File: config.mk
export PLATFORM = sky130hd
export DESIGN_NAME = pc_fetch_if
export DESIGN_NICKNAME = d
export VERILOG_FILES = /design/src/rtl/pc_fetch_if.sv
export SDC_FILE = /design/constraint.sdc
export NUM_CORES = 1
export LEC_CHECK = 0
export ABC_AREA = 0
export CAP_MARGIN = 30
export CORE_AREA = 5 5 110 123
export DETAILED_ROUTE_END_ITERATION = 8
export DIE_AREA = 0 0 115 128
export MAX_ROUTING_LAYER = met4
export PLACE_DENSITY = 0.86
export RECOVER_POWER = 100
export SYNTH_ARGS = -nofsm -noshare
export SYNTH_HDL_FRONTEND = slang
export SYNTH_SLANG_ARGS = --single-unit
File: constraint.sdc
create_clock -name clk -period 6.55 [get_ports clk]
set_input_delay 1.31 -clock clk [delete_from_list [all_inputs] [get_ports clk]]
set_output_delay 1.31 -clock clk [all_outputs]
set_load 0.05 [all_outputs]
File: src/rtl/pc_fetch_if.sv
// Program counter and next-PC selection for the IF stage.
// Holds a redirect that arrives during a stall and applies it once the stall releases.
module pc_fetch_if #(
    parameter logic [31:0] RESET_PC = 32'h0000_0000
) (
    input  logic        clk,
    input  logic        reset,
    input  logic        stall,
    input  logic        halt,
    input  logic        jump,
    input  logic [31:0] jump_dir,
    input  logic        branch_taken,
    input  logic [31:0] branch_dir,
    input  logic        jr,
    input  logic [31:0] jr_dir,
    output logic [31:0] pc,
    output logic [31:0] pc_plus_4,
    output logic [3:0]  pc_upper,
    output logic        flush_if,
    output logic        redirect_pending,
    output logic        misaligned,
    output logic [31:0] fetch_count
);

    // state  | meaning
    // RUN    | normal fetch, sequential or immediate redirect
    // HOLD   | redirect latched during a stall, waiting for release
    // HALTED | pc and fetch_count frozen until reset
    typedef enum logic [1:0] {
        RUN    = 2'd0,
        HOLD   = 2'd1,
        HALTED = 2'd2
    } state_t;

    state_t      state_q, state_d;
    logic [31:0] pc_q, pc_d;
    logic [31:0] tgt_q, tgt_d;
    logic [31:0] cnt_q, cnt_d;
    logic [31:0] pc_inc;
    logic        req;
    logic [31:0] sel_tgt;
    logic [31:0] apply_tgt;
    logic        do_apply;
    logic        do_seq;

    assign pc_inc  = pc_q + 32'd4;
    assign req     = jr | branch_taken | jump;
    assign sel_tgt = jr ? jr_dir : (branch_taken ? branch_dir : jump_dir);

    always_comb begin
        state_d    = state_q;
        tgt_d      = tgt_q;
        do_apply   = 1'b0;
        do_seq     = 1'b0;
        apply_tgt  = sel_tgt;
        case (state_q)
            RUN: begin
                if (halt) begin
                    state_d = HALTED;
                end else if (!stall) begin
                    if (req) begin
                        do_apply = 1'b1;
                    end else begin
                        do_seq = 1'b1;
                    end
                end else if (req) begin
                    tgt_d   = sel_tgt;
                    state_d = HOLD;
                end
            end
            HOLD: begin
                if (halt) begin
                    // the pending redirect is dropped on halt
                    tgt_d   = 32'h0;
                    state_d = HALTED;
                end else if (stall) begin
                    if (req) begin
                        tgt_d = sel_tgt;
                    end
                end else begin
                    do_apply  = 1'b1;
                    apply_tgt = req ? sel_tgt : tgt_q;
                    state_d   = RUN;
                end
            end
            HALTED: begin
                state_d = HALTED;
            end
            default: begin
                state_d = RUN;
            end
        endcase
    end

    always_comb begin
        pc_d       = pc_q;
        cnt_d      = cnt_q;
        flush_if   = 1'b0;
        misaligned = 1'b0;
        if (do_apply) begin
            pc_d       = {apply_tgt[31:2], 2'b00};
            cnt_d      = cnt_q + 32'd1;
            flush_if   = 1'b1;
            misaligned = |apply_tgt[1:0];
        end else if (do_seq) begin
            pc_d  = pc_inc;
            cnt_d = cnt_q + 32'd1;
        end
        if (reset) begin
            flush_if   = 1'b0;
            misaligned = 1'b0;
        end
    end

    always_ff @(posedge clk) begin
        if (reset) begin
            state_q <= RUN;
            pc_q    <= RESET_PC;
            tgt_q   <= 32'h0;
            cnt_q   <= 32'h0;
        end else begin
            state_q <= state_d;
            pc_q    <= pc_d;
            tgt_q   <= tgt_d;
            cnt_q   <= cnt_d;
        end
    end

    assign pc               = pc_q;
    assign pc_plus_4        = pc_inc;
    assign pc_upper         = pc_inc[31:28];
    assign redirect_pending = (state_q == HOLD);
    assign fetch_count      = cnt_q;

endmodule
; After elaboration in Yosys (flattened, before gate mapping)
; Cells that the tools add are included.
[word_totals]
regBits = 98
out_inout_bits = 103
[op_classes]
muxes = 34
n_bitwise = 2
add_sub_neg = 2
eq_ne = 6
n_reduce_logical = 7
[op_table]
columns = cell, n
row1 = 32-bit two-way mux, 13
row2 = 32-bit case mux with 2 select lines, 1
row3 = "32-bit by 1-bit adder with 32-bit output, second input constant", 1
row4 = "32-bit by 3-bit adder with 32-bit output, second input constant", 1
row5 = 1-bit two-way mux, 13
row6 = 2-bit two-way mux, 5
row7 = "3-bit != test, second input constant", 3
row8 = 2-bit case mux with 3 select lines, 1
row9 = 2-bit nonzero test, 2
row10 = 2-bit OR reduction, 2
row11 = 3-bit AND reduction, 1
row12 = "2-bit by 1-bit equality test with 1-bit output, second input constant", 1
row13 = "2-bit equality test, second input constant", 1
row14 = 2-bit zero test, 1
row15 = "2-bit != test, second input constant", 1
row16 = 1-bit OR, 2
row17 = 1-bit case mux with 2 select lines, 1
row18 = 2-bit AND reduction, 1

; Logic depth before layout (Yosys ltp)
; Gate-level depths: netlist of the first run.
[logic_depth]
word_depth = 9
ltp_mapped = 8

; Worst setup path before layout of the first run
; No wires, ideal clock.
[synth_path]
path_kind = input-to-output
startpoint = in branch_taken
endpoint = out misaligned
slack_ns = 1.742
arrival_time_ns = 3.498
n_path_buf = 3
cell_stages = 7
cell_sequence = buf_2 -> buf_2 -> buf_2 -> mux2i_1 -> o21ai_0 -> nor3_1 -> a211oi_1
[synth_between]
elab_chain_cells = 9
word_cells_on_any_way = 15
cone_classes = mux (12) / bitwise (2) / reduce/logical (1)
[synth_rtl]
columns = item, line_no
row1 = from (decl), 12  ; input logic branch_taken,
row2 = 32-bit two-way mux / 1-bit OR (equally long branches) (2 in series), "48, 47"
row3 = 32-bit two-way mux, n/a
row4 = 32-bit two-way mux, 76  ; end else if (stall) begin
row5 = 32-bit two-way mux, 72  ; if (halt) begin
row6 = 32-bit two-way mux, 56  ; case (state_q)
row7 = 2-bit OR reduction, 104  ; misaligned = |apply_tgt[1:0];
row8 = 1-bit two-way mux *, 100  ; if (do_apply) begin
row9 = 1-bit two-way mux *, 109  ; if (reset) begin
row10 = to (decl), 21  ; output logic misaligned,
; Mark *: on every way between the ends. The rest lies on a longest branch, timed or not.

; Worst setup path after layout of the first run
[layout_path]
startpoint = in jr
endpoint = out flush_if
[layout_between]
elab_chain_cells = 8
[layout_rtl]
columns = item, line_no
row1 = from (decl), 14  ; input logic jr,
row2 = 1-bit OR (2 in series), 47  ; assign req = jr | branch_taken | jump;
row3 = 1-bit two-way mux, 61  ; if (req) begin
row4 = 1-bit two-way mux, 60  ; end else if (!stall) begin
row5 = 1-bit two-way mux, 58  ; if (halt) begin
row6 = 1-bit case mux with 2 select lines, 56
row7 = 1-bit two-way mux, 100
row8 = 1-bit two-way mux, 109
row9 = to (decl), 19  ; output logic flush_if,
; No other way between the ends.

==> results of run 1 <==
power by group through the flow:
stage / registers (uW) / logic, uW / clock network, uW
after global routing: 639 / 391 / 627
after floorplan: 682 / 196 / 0
after detailed placement: 649 / 378 / 0
after CTS: 635 / 380 / 598
after global placement: 647 / 373 / 0
final: 636 / 368 / 591
area by class of cell:
type	count	area [um^2]	area share
well taps	157	196	0.0240
clock inverters	5	85.1	0.0104
clock buffers	11	253	0.0309
flip-flops and latches	96	1920	0.235
multi-input cells	559	3600	0.440
inverters	15	56.3	0.00687
repair buffers	212	2080	0.254
metrics by stage:
step           total power (uW)  hold WS (ns)  utilization  worst slack [ns]
3_3_place_gp               1020         0.439        0.643              1.59
2_1_floorplan               878         0.426            -              1.74
5_1_grt                    1660         0.481        0.668             0.735
3_5_place_dp               1030         0.446        0.644              1.59
4_1_cts                    1610         0.465        0.671              1.59
6_report                   1590         0.463        0.668             0.984
path summary, 6_finish.rpt:
| path | depth (start not counted) | slack, ns | to | from |
|---|---|---|---|---|
| setup reg to reg | 5 | 3.76 | pc[31] | pc[11] |
| setup / recovery | 7 | 0.98 | flush_if | jr |
| hold reg to reg | 1 | 0.46 | tgt_q[18] | tgt_q[18] |
| hold / removal | 1 | 0.46 | tgt_q[18] | tgt_q[18] |
layer usage:
layer	vias up	wire, um	GRT usage
met5	-	0	-
met3	33	1590	0.0486
li1	2970	-	-
met1	2880	7230	0.313
met2	297	9170	0.419
met4	0	442	0.0836
registers in the layout, summed over array words and instances (netlist names):
name,count
fetch_count,32
state_q,2
pc,30
tgt_q,32
cells by family after synthesis:
| family | after synthesis | synth area share |
|---|---|---|
| simple gates | 277 | 0.245 |
| compound gates | 165 | 0.180 |
| flops | 96 | 0.325 |
| buf+inv | 77 | 0.0649 |
| xor+xnor | 56 | 0.0829 |
| mux | 55 | 0.0969 |
| fa+ha+maj | 2 | 0.00423 |
| other cells | 1 | 0.000634 |
cells in the final DEF (no fill, tap or decap), drive strengths merged, types with 3 or more instances in the layout:
cell type      netlist  layout
and3                14      14
a221oi               5       5
conb                 1       4
a22oi               14      14
nand3               35      35
or3                 11      11
a21oi               32      32
nor3                23      23
and2                12      12
buf                 22      10
dfxtp               96      96
o32ai                3       3
inv                 15      17
mux2i               37      37
a41oi                3       3
or4                  3       3
o21bai               3       3
dlygate4sd3          0      97
a31oi               10      10
clkbuf              39      14
and4                 8       8
xnor2               42      42
o21ai               60      60
xor2                14      14
nor4                16      16
o2bb2ai             16      16
a311oi               3       3
nor2                59      59
nand4               24      24
a211oi               3       3
clkdlybuf4s50        0     102
mux2                18      18
nand2               69      69
==> results.sh, run 1 <==
export IMPL_finalInstanceArea_mm2=0.00819
export IMPL_overflow=0
export IMPL_post_cts_buffers=0
export IMPL_yosysMostFrequentCell="dfxtp_1"
export IMPL_synthFlopType="dfxtp_1"
export IMPL_synth_edf_count=0
export IMPL_portBuffers=201
export IMPL_combPwrFrac=0.231
export IMPL_coreArea_mm2=0.0123
export IMPL_dp_cells=1039
export IMPL_synth_top_cell_by_area="dfxtp_1"
export IMPL_syn_cell_area_mm2=0.00591
export IMPL_crit_type="input port to primary output"
export IMPL_grt_max_degree=68
export IMPL_power_density_mw_per_mm2=195
export IMPL_critPathLaunchType="input port"
export IMPL_cp_cell_sequence="clkdlybuf4s50_1 -> clkbuf_1 -> or3_1 -> buf_4 -> o21ai_2 -> nor2_1 -> clkdlybuf4s50_1"
export IMPL_tritoncts_num_buffers=9
export IMPL_final_cells=1055
export IMPL_root_buffer="clkbuf_16"
export IMPL_synth_common_cells="dfxtp_1 (96), nand2_1 (69), nor2_1 (59)"
export IMPL_clkTransAtPathRegs_ns=0.07
export IMPL_synth_area_leaders="dfxtp_1 (32%), mux2i_1 (6.3%), xnor2_1 (6.2%), o21ai_0 (4.9%), nand2_1 (4.4%)"
export IMPL_crit_buf_inv=4
export IMPL_hold_buffers=0
export IMPL_finalCriticalPeriod_ns=5.57
export IMPL_die_height_um=128
export IMPL_drt_iter0_drc=547
export IMPL_crit_slowest_cell="clkbuf_1"
export IMPL_vias=6180
export IMPL_grt_pass1_wl_um=29600
export IMPL_yosysWarningCount=0
export IMPL_post_cts_resized=0
export IMPL_finalClockSkew_ns=0.00931
export IMPL_clockPowerShare=0.371
export IMPL_vdd_ir_drop_max_uv=143
export IMPL_worst_slew_margin_rel=0.102
export IMPL_synth_cell_type_count=66
export IMPL_rsz0062_at_grt="false"
export IMPL_syn_inst=729
export IMPL_clockBufferDepth=2
export IMPL_antenna_found_initial=0
export IMPL_pin_count=206
export IMPL_cpLargestDelayFamily="buffers and inverters"
export IMPL_required_ns=5.24
export IMPL_netSwitchingFraction=0.303
export IMPL_syn2layout_area_growth_pct=38.5
export IMPL_cts_tree="yes"
export IMPL_gp_routability_congestion=0.940
export IMPL_period_share=0.850
export IMPL_status="complete, no violations"
export IMPL_fillCellCount=1042
export IMPL_h_tree_depth=3
export IMPL_rows=43
export IMPL_critPathCaptureType="primary output"
export IMPL_fmax_ghz=0.180
export IMPL_layout_drive_gt1_share=0.0646
export IMPL_start_util=0.482
export IMPL_synth_top_area_share=0.325
export IMPL_cap_violations=0
export IMPL_slew_viol_final=0
export IMPL_n_antenna_cell=0
export IMPL_worstPathArrival_ns=4.26
export IMPL_async_flop_share=0
export IMPL_critPathMostFrequentCell="clkdlybuf4s50_1"
export IMPL_setup_tns_ns=0
export IMPL_holdCritPathClass="flop to flop"
export IMPL_ys_ff_latch=96
export IMPL_die_w_um=115
export IMPL_power_frac_seq=0.399
export IMPL_grt_pass1_vias=5905
export IMPL_setup_viol=0
export IMPL_hold_viol_final=0
export IMPL_die_area_mm2=0.0147
export IMPL_yosysSeqAreaShare=0.325
export IMPL_critPathMaxStageDelay_ns=0.97
export IMPL_wl_per_cell_um=17.5
export IMPL_tightest_slew_ns=1.33
export IMPL_p_sw_uw=483
export IMPL_power_leakage_uw=0.00317
export IMPL_numClockSinks=96
export IMPL_grt_usage=0.254
export IMPL_antenna_left=0
export IMPL_syn_mean_instance_area_um2=8.11
export IMPL_via_per_inst=5.86
export IMPL_intPower_uw=1110
export IMPL_cp_max_fo=36
export IMPL_dpl_hpwl_um=13300
export IMPL_insertion_delay_ns=0.34
export IMPL_route_detailed_drc=0
export IMPL_routed_wl_um=18400
export IMPL_firstDrtPassIters=5
export IMPL_nets=998
export IMPL_placed_cell_area_mm2=0.00790
Note: power is estimated with default switching activity, not from simulation.
==> inputs of run 2 (changes only) <==
--- a/config.mk
+++ b/config.mk
@@ -7,11 +7,11 @@
 export LEC_CHECK = 0
 export ABC_AREA = 0
 export CAP_MARGIN = 30
-export CORE_AREA = 5 5 110 123
+export CORE_AREA = 5 5 120 133
 export DETAILED_ROUTE_END_ITERATION = 8
-export DIE_AREA = 0 0 115 128
+export DIE_AREA = 0 0 125 138
 export MAX_ROUTING_LAYER = met4
-export PLACE_DENSITY = 0.86
+export PLACE_DENSITY = 0.77
 export RECOVER_POWER = 100
 export SYNTH_ARGS = -nofsm -noshare
 export SYNTH_HDL_FRONTEND = slang
==> constraint.sdc (replaced) <==
create_clock -name clk -period 5.05 [get_ports clk]
set_input_delay 1.01 -clock clk [delete_from_list [all_inputs] [get_ports clk]]
set_output_delay 1.01 -clock clk [all_outputs]
set_load 0.05 [all_outputs]
==> run 2 against run 1 <==
  * The flow now finishes with violations (max-capacitance violations, max-slew violations)
  * Setup slack worse by 0.18 ns
  * Die area rose by 17%
  * Register-to-register slack got worse by 1.2 ns
  * Clock skew up 0.00073 ns
  * Core utilization is 9.5 points lower
  * Global-route usage shrank 3.7 points
  * Sequential power rose by 29%
  * Largest power group unchanged
==> results.sh, run 2 (synthesized netlist as in run 1, its figures left out) <==
export IMPL_status="complete, but fails checks"
export IMPL_violations="max-capacitance violations, max-slew violations"
export IMPL_finalCriticalPeriod_ns=4.24
export IMPL_h_tree_depth=3
export IMPL_firstDrtPassIters=6
export IMPL_vias=6150
export IMPL_clockBufferDepth=2
export IMPL_worstPathArrival_ns=3.23
export IMPL_slew_viol_final=44
export IMPL_antenna_left=0
export IMPL_rsz0062_at_grt="false"
export IMPL_layout_drive_gt1_share=0.0687
export IMPL_pin_count=206
export IMPL_coreArea_mm2=0.0143
export IMPL_tritoncts_num_buffers=9
export IMPL_route_detailed_drc=0
export IMPL_die_area_mm2=0.0173
export IMPL_power_density_mw_per_mm2=244
export IMPL_die_w_um=125
export IMPL_drt_iter0_drc=586
export IMPL_worstRegToRegCells=5
export IMPL_worstReg2RegStart="pc[4]"
export IMPL_whs_path_depth=1
export IMPL_grt_usage=0.217
export IMPL_hp_start="tgt_q[26]"
export IMPL_vdd_ir_drop_max_uv=203
export IMPL_crit_slowest_cell="dlygate4sd3_1"
export IMPL_worst_slew_margin_rel=-0.125
export IMPL_hold_slack_ns=0.464
export IMPL_finalClockSkew_ns=0.0100
export IMPL_rows=46
export IMPL_numClockSinks=96
export IMPL_setup_tns_ns=0
export IMPL_via_per_inst=5.62
export IMPL_overflow=0
export IMPL_post_cts_buffers=0
export IMPL_crit_type="flop to primary output"
export IMPL_post_cts_resized=0
export IMPL_hold_buffers=0
export IMPL_syn2layout_area_growth_pct=38.9
export IMPL_cp_cell_sequence="and4_1 -> and2_0 -> and2_2 -> nand3_1 -> xnor2_1 -> dlygate4sd3_1"
export IMPL_hold_path_end="tgt_q[26]"
export IMPL_power_leakage_uw=0.00316
export IMPL_grt_max_degree=68
export IMPL_insertion_delay_ns=0.35
export IMPL_period_share=0.840
export IMPL_hold_viol_final=0
export IMPL_required_ns=4.04
export IMPL_die_height_um=138
export IMPL_root_buffer="clkbuf_16"
export IMPL_routed_wl_um=19000
export IMPL_mostFrequentLayoutCells="clkdlybuf4s50_1 (100), dlygate4sd3_1 (97), dfxtp_1 (96), nand2_1 (69)"
export IMPL_gp_routability_congestion=0.908
export IMPL_holdCritPathClass="flop to flop"
export IMPL_critPathMaxStageDelay_ns=0.89
export IMPL_dpl_hpwl_um=14000
export IMPL_start_util=0.413
export IMPL_portBuffers=201
export IMPL_fmax_ghz=0.236
export IMPL_clkTransAtPathRegs_ns=0.06
export IMPL_cts_tree="yes"
export IMPL_n_antenna_cell=0
export IMPL_tightest_slew_ns=1.69
export IMPL_wl_per_cell_um=17.4
export IMPL_setup_viol=0
export IMPL_r2r_setup_slack_ns=2.59
export IMPL_antenna_found_initial=0
export IMPL_r2r_end="pc[12]"
export IMPL_grt_pass1_vias=5826
export IMPL_finalPower_uw=2000
export IMPL_critPathCaptureType="primary output"
export IMPL_grt_pass1_wl_um=30300
export IMPL_cp_max_fo=11
export IMPL_nets=1002
export IMPL_mostFrequentLayoutCell="clkdlybuf4s50_1"
export IMPL_cap_violations=1
export IMPL_critPathLaunchType="flop"
## run 2: stage by stage
stage	instance area (um^2)	setup WS (ns)	utilization	cells
floorplan	5930	0.842	-	732
global placement	7970	1.35	0.556	1078
detailed placement	7970	1.32	0.556	1078
CTS	8270	1.05	0.577	1094
global route	8210	0.652	0.573	1094
finish	8210	0.808	0.573	1094
## run 2: area by class of cell
cell class                      count  area (um^2)
Fill cell                        1309         6120
Multi-Input combinational cell    559         3610
Clock buffer                       12          246
Sequential cell                    96         1920
Inverter                           15         56.3
Tap cell                          192          240
Clock inverter                      4         52.6
Timing Repair Buffer              216         2090
## run 2: worst max-delay path by stage
stage	from	endpoint	slack, ns
after global placement	halt	misaligned	1.35
after global routing	pc[2]	pc_upper[0]	0.65
after detailed placement	halt	misaligned	1.32
after floorplan	branch_taken	misaligned	0.84
after CTS	pc[4]	pc_upper[0]	1.05
final	pc[4]	pc_upper[0]	0.81
## run 2: critical path: cells and delay by family, from the launching register on
kind,cells,cell delay (ns)
buf+inv,1,0.89
flops,1,0.46
xor+xnor,1,0.17
simple gates,4,1.36
## run 2: report_power, final
group | internal (uW) | switching, uW
clock network | 400 | 299
registers | 786 | 37.0
logic | 191 | 287
## run 2: per-layer routing
layer / vias up / global-route usage / part of all wire
met5: - / - / 0
met1: 2866 / 0.267 / 0.41
met2: 267 / 0.344 / 0.47
li1: 2974 / - / -
met4: 0 / 0.0942 / 0.035
met3: 43 / 0.0482 / 0.081
==> inputs of run 3 (changes only) <==
--- a/config.mk
+++ b/config.mk
@@ -7,11 +7,11 @@
 export LEC_CHECK = 0
 export ABC_AREA = 0
 export CAP_MARGIN = 30
-export CORE_AREA = 5 5 120 133
+export CORE_AREA = 5 5 115 127
 export DETAILED_ROUTE_END_ITERATION = 8
-export DIE_AREA = 0 0 125 138
+export DIE_AREA = 0 0 120 132
 export MAX_ROUTING_LAYER = met4
-export PLACE_DENSITY = 0.77
+export PLACE_DENSITY = 0.8
 export RECOVER_POWER = 100
 export SYNTH_ARGS = -nofsm -noshare
 export SYNTH_HDL_FRONTEND = slang
==> constraint.sdc (replaced) <==
create_clock -name clk -period 4.2 [get_ports clk]
set_input_delay 0.84 -clock clk [delete_from_list [all_inputs] [get_ports clk]]
set_output_delay 0.84 -clock clk [all_outputs]
set_load 0.05 [all_outputs]
==> run 3 against run 2 <==
  * The run now ends clean
  * Critical endpoint is now pc_upper[2]
  * Routed wire length shrank 1.3%
  * Sequential power up 20%
  * Final cell count is 2.7% lower
  * Global-route usage up 2.0 points
  * Setup slack lost 0.48 ns
==> results.sh, run 3 (synthesized netlist as in run 1, its figures left out) <==
export IMPL_status="complete, no violations"
export IMPL_die_height_um=132
export IMPL_syn2layout_area_growth_pct=39.1
export IMPL_nets=1003
export IMPL_dpl_hpwl_um=13800
export IMPL_clockPowerShare=0.358
export IMPL_cap_violations=0
export IMPL_wl_met1_um=7830
export IMPL_grt_max_degree=68
export IMPL_fmax_ghz=0.258
export IMPL_ff_latch_area_mm2=0.00192
export IMPL_worst_slew_margin_rel=0.0630
export IMPL_fin_ws_ns=0.326
export IMPL_cp_max_fo=8
export IMPL_firstDrtPassIters=6
export IMPL_hold_slack_ns=0.460
export IMPL_worstRegToRegCells=4
export IMPL_layout_drive_gt1_share=0.0742
export IMPL_required_ns=3.36
export IMPL_finalPower_uw=2440
export IMPL_vdd_ir_drop_max_uv=211
export IMPL_met3_length_um=1390
export IMPL_r2r_setup_slack_ns=1.82
export IMPL_critPathLaunchType="flop"
export IMPL_start_util=0.450
export IMPL_cts_tree="yes"
export IMPL_via_per_inst=5.76
export IMPL_numClockSinks=96
export IMPL_antenna_found_initial=0
export IMPL_multi_input_area_mm2=0.00362
export IMPL_portBuffers=201
export IMPL_dp_slack_ns=0.751
export IMPL_power_frac_seq=0.406
export IMPL_mostFrequentLayoutCells="dlygate4sd3_1 (99), clkdlybuf4s50_1 (98), dfxtp_1 (96), nand2_1 (69), o21ai_0 (60)"
export IMPL_top_layer_used="met4"
export IMPL_die_area_mm2=0.0158
export IMPL_grt_pass1_wl_um=29800
export IMPL_rsz0062_at_grt="false"
export IMPL_finalCriticalPeriod_ns=3.87
export IMPL_insertion_delay_ns=0.35
export IMPL_grt_usage=0.237
export IMPL_hp_start="tgt_q[18]"
export IMPL_clkTransAtPathRegs_ns=0.07
export IMPL_whs_path_depth=1
export IMPL_intPower_uw=1660
export IMPL_worstPathArrival_ns=3.03
export IMPL_critPathCaptureType="primary output"
export IMPL_wl_per_cell_um=17.6
export IMPL_p_sw_uw=777
export IMPL_post_cts_buffers=0
export IMPL_post_cts_resized=0
export IMPL_slew_viol_final=0
export IMPL_antenna_left=0
export IMPL_wl_met2_um=9070
export IMPL_hold_viol_final=0
export IMPL_cpLargestDelayFamily="simple AND/OR/NAND/NOR gates"
export IMPL_tritoncts_num_buffers=9
export IMPL_holdCritPathClass="flop to flop"
export IMPL_setup_viol=0
export IMPL_hold_path_end="tgt_q[18]"
export IMPL_finalClockSkew_ns=0.00704
export IMPL_power_leakage_uw=0.00318
export IMPL_drt_iter0_drc=597
export IMPL_fillCellCount=1167
export IMPL_cp_cell_sequence="nand4_4 -> nor4_4 -> nand4_1 -> xnor2_1 -> dlygate4sd3_1"
export IMPL_worstReg2RegStart="state_q[1]"
export IMPL_combPwrFrac=0.237
export IMPL_crit_buf_inv=1
export IMPL_pin_count=206
export IMPL_gp_routability_congestion=0.966
export IMPL_netSwitchingFraction=0.318
export IMPL_crit_slowest_cell="dlygate4sd3_1"
export IMPL_overflow=0
export IMPL_grt_pass1_vias=5821
export IMPL_root_buffer="clkbuf_16"
export IMPL_coreArea_mm2=0.0132
export IMPL_h_tree_depth=3
export IMPL_crit_type="flop to primary output"
export IMPL_critPathMaxStageDelay_ns=0.89
export IMPL_vias=6125
export IMPL_period_share=0.922
export IMPL_rows=44
export IMPL_mostFrequentLayoutCell="dlygate4sd3_1"
export IMPL_die_w_um=120
export IMPL_tightest_slew_ns=1.41
export IMPL_route_detailed_drc=0
export IMPL_clockBufferDepth=2
export IMPL_setup_tns_ns=0
export IMPL_n_antenna_cell=0
export IMPL_routed_wl_um=18800
export IMPL_r2r_end="pc[31]"
export IMPL_power_density_mw_per_mm2=297
export IMPL_hold_buffers=0
==> run 3: changes by cell type in the layout (fill, tap and decap cells not counted), sizes merged <==
cell | previous run | this run
clkinvlp | 0 | 1
buf | 13 | 14
clkdlybuf4s50 | 100 | 98
inv | 16 | 17
clkbuf | 18 | 16
dlygate4sd3 | 97 | 99
==> run 3: layer usage <==
metal | up-vias | global-route usage
li1 | 2975 | -
met1 | 2876 | 0.289
met2 | 247 | 0.387
met3 | 27 | 0.0515
met4 | 0 | 0.0847
met5 | - | -
==> run 3: worst max path at each step <==
stage | slack (ns) | to | from | cells past startpoint
floorplan | 0.17 | pc_upper[0] | pc[11] | 7
global placement | 0.82 | pc_plus_4[30] | pc[11] | 5
detailed placement | 0.75 | pc_upper[2] | pc[11] | 5
CTS | 0.38 | pc_upper[2] | pc[11] | 5
global route | 0.11 | pc_plus_4[30] | pc[11] | 5
finish | 0.33 | pc_upper[2] | pc[11] | 5
==> run 3: layout make-up <==
cell class / instances / share of cell area
multi-input cells: 559 / 0.440
clock buffers: 10 / 0.0291
inverters: 15 / 0.00685
clock inverters: 6 / 0.00913
repair buffers: 217 / 0.257
well taps: 161 / 0.0245
flip-flops and latches: 96 / 0.234
==> run 3: power by group through the flow <==
stage | logic, uW | clock network (uW) | registers [uW]
2_1_floorplan | 306 | 0 | 1060
3_3_place_gp | 592 | 0 | 1010
3_5_place_dp | 596 | 0 | 1010
4_1_cts | 598 | 884 | 989
5_1_grt | 614 | 923 | 995
6_report | 578 | 873 | 989
==> run 3: metrics by stage <==
step | cells | utilization | instance area (um^2)
2_1_floorplan | 732 | - | 5930
3_3_place_gp | 1047 | 0.603 | 7930
3_5_place_dp | 1048 | 0.604 | 7950
4_1_cts | 1064 | 0.628 | 8260
5_1_grt | 1064 | 0.625 | 8220
6_report | 1064 | 0.625 | 8220
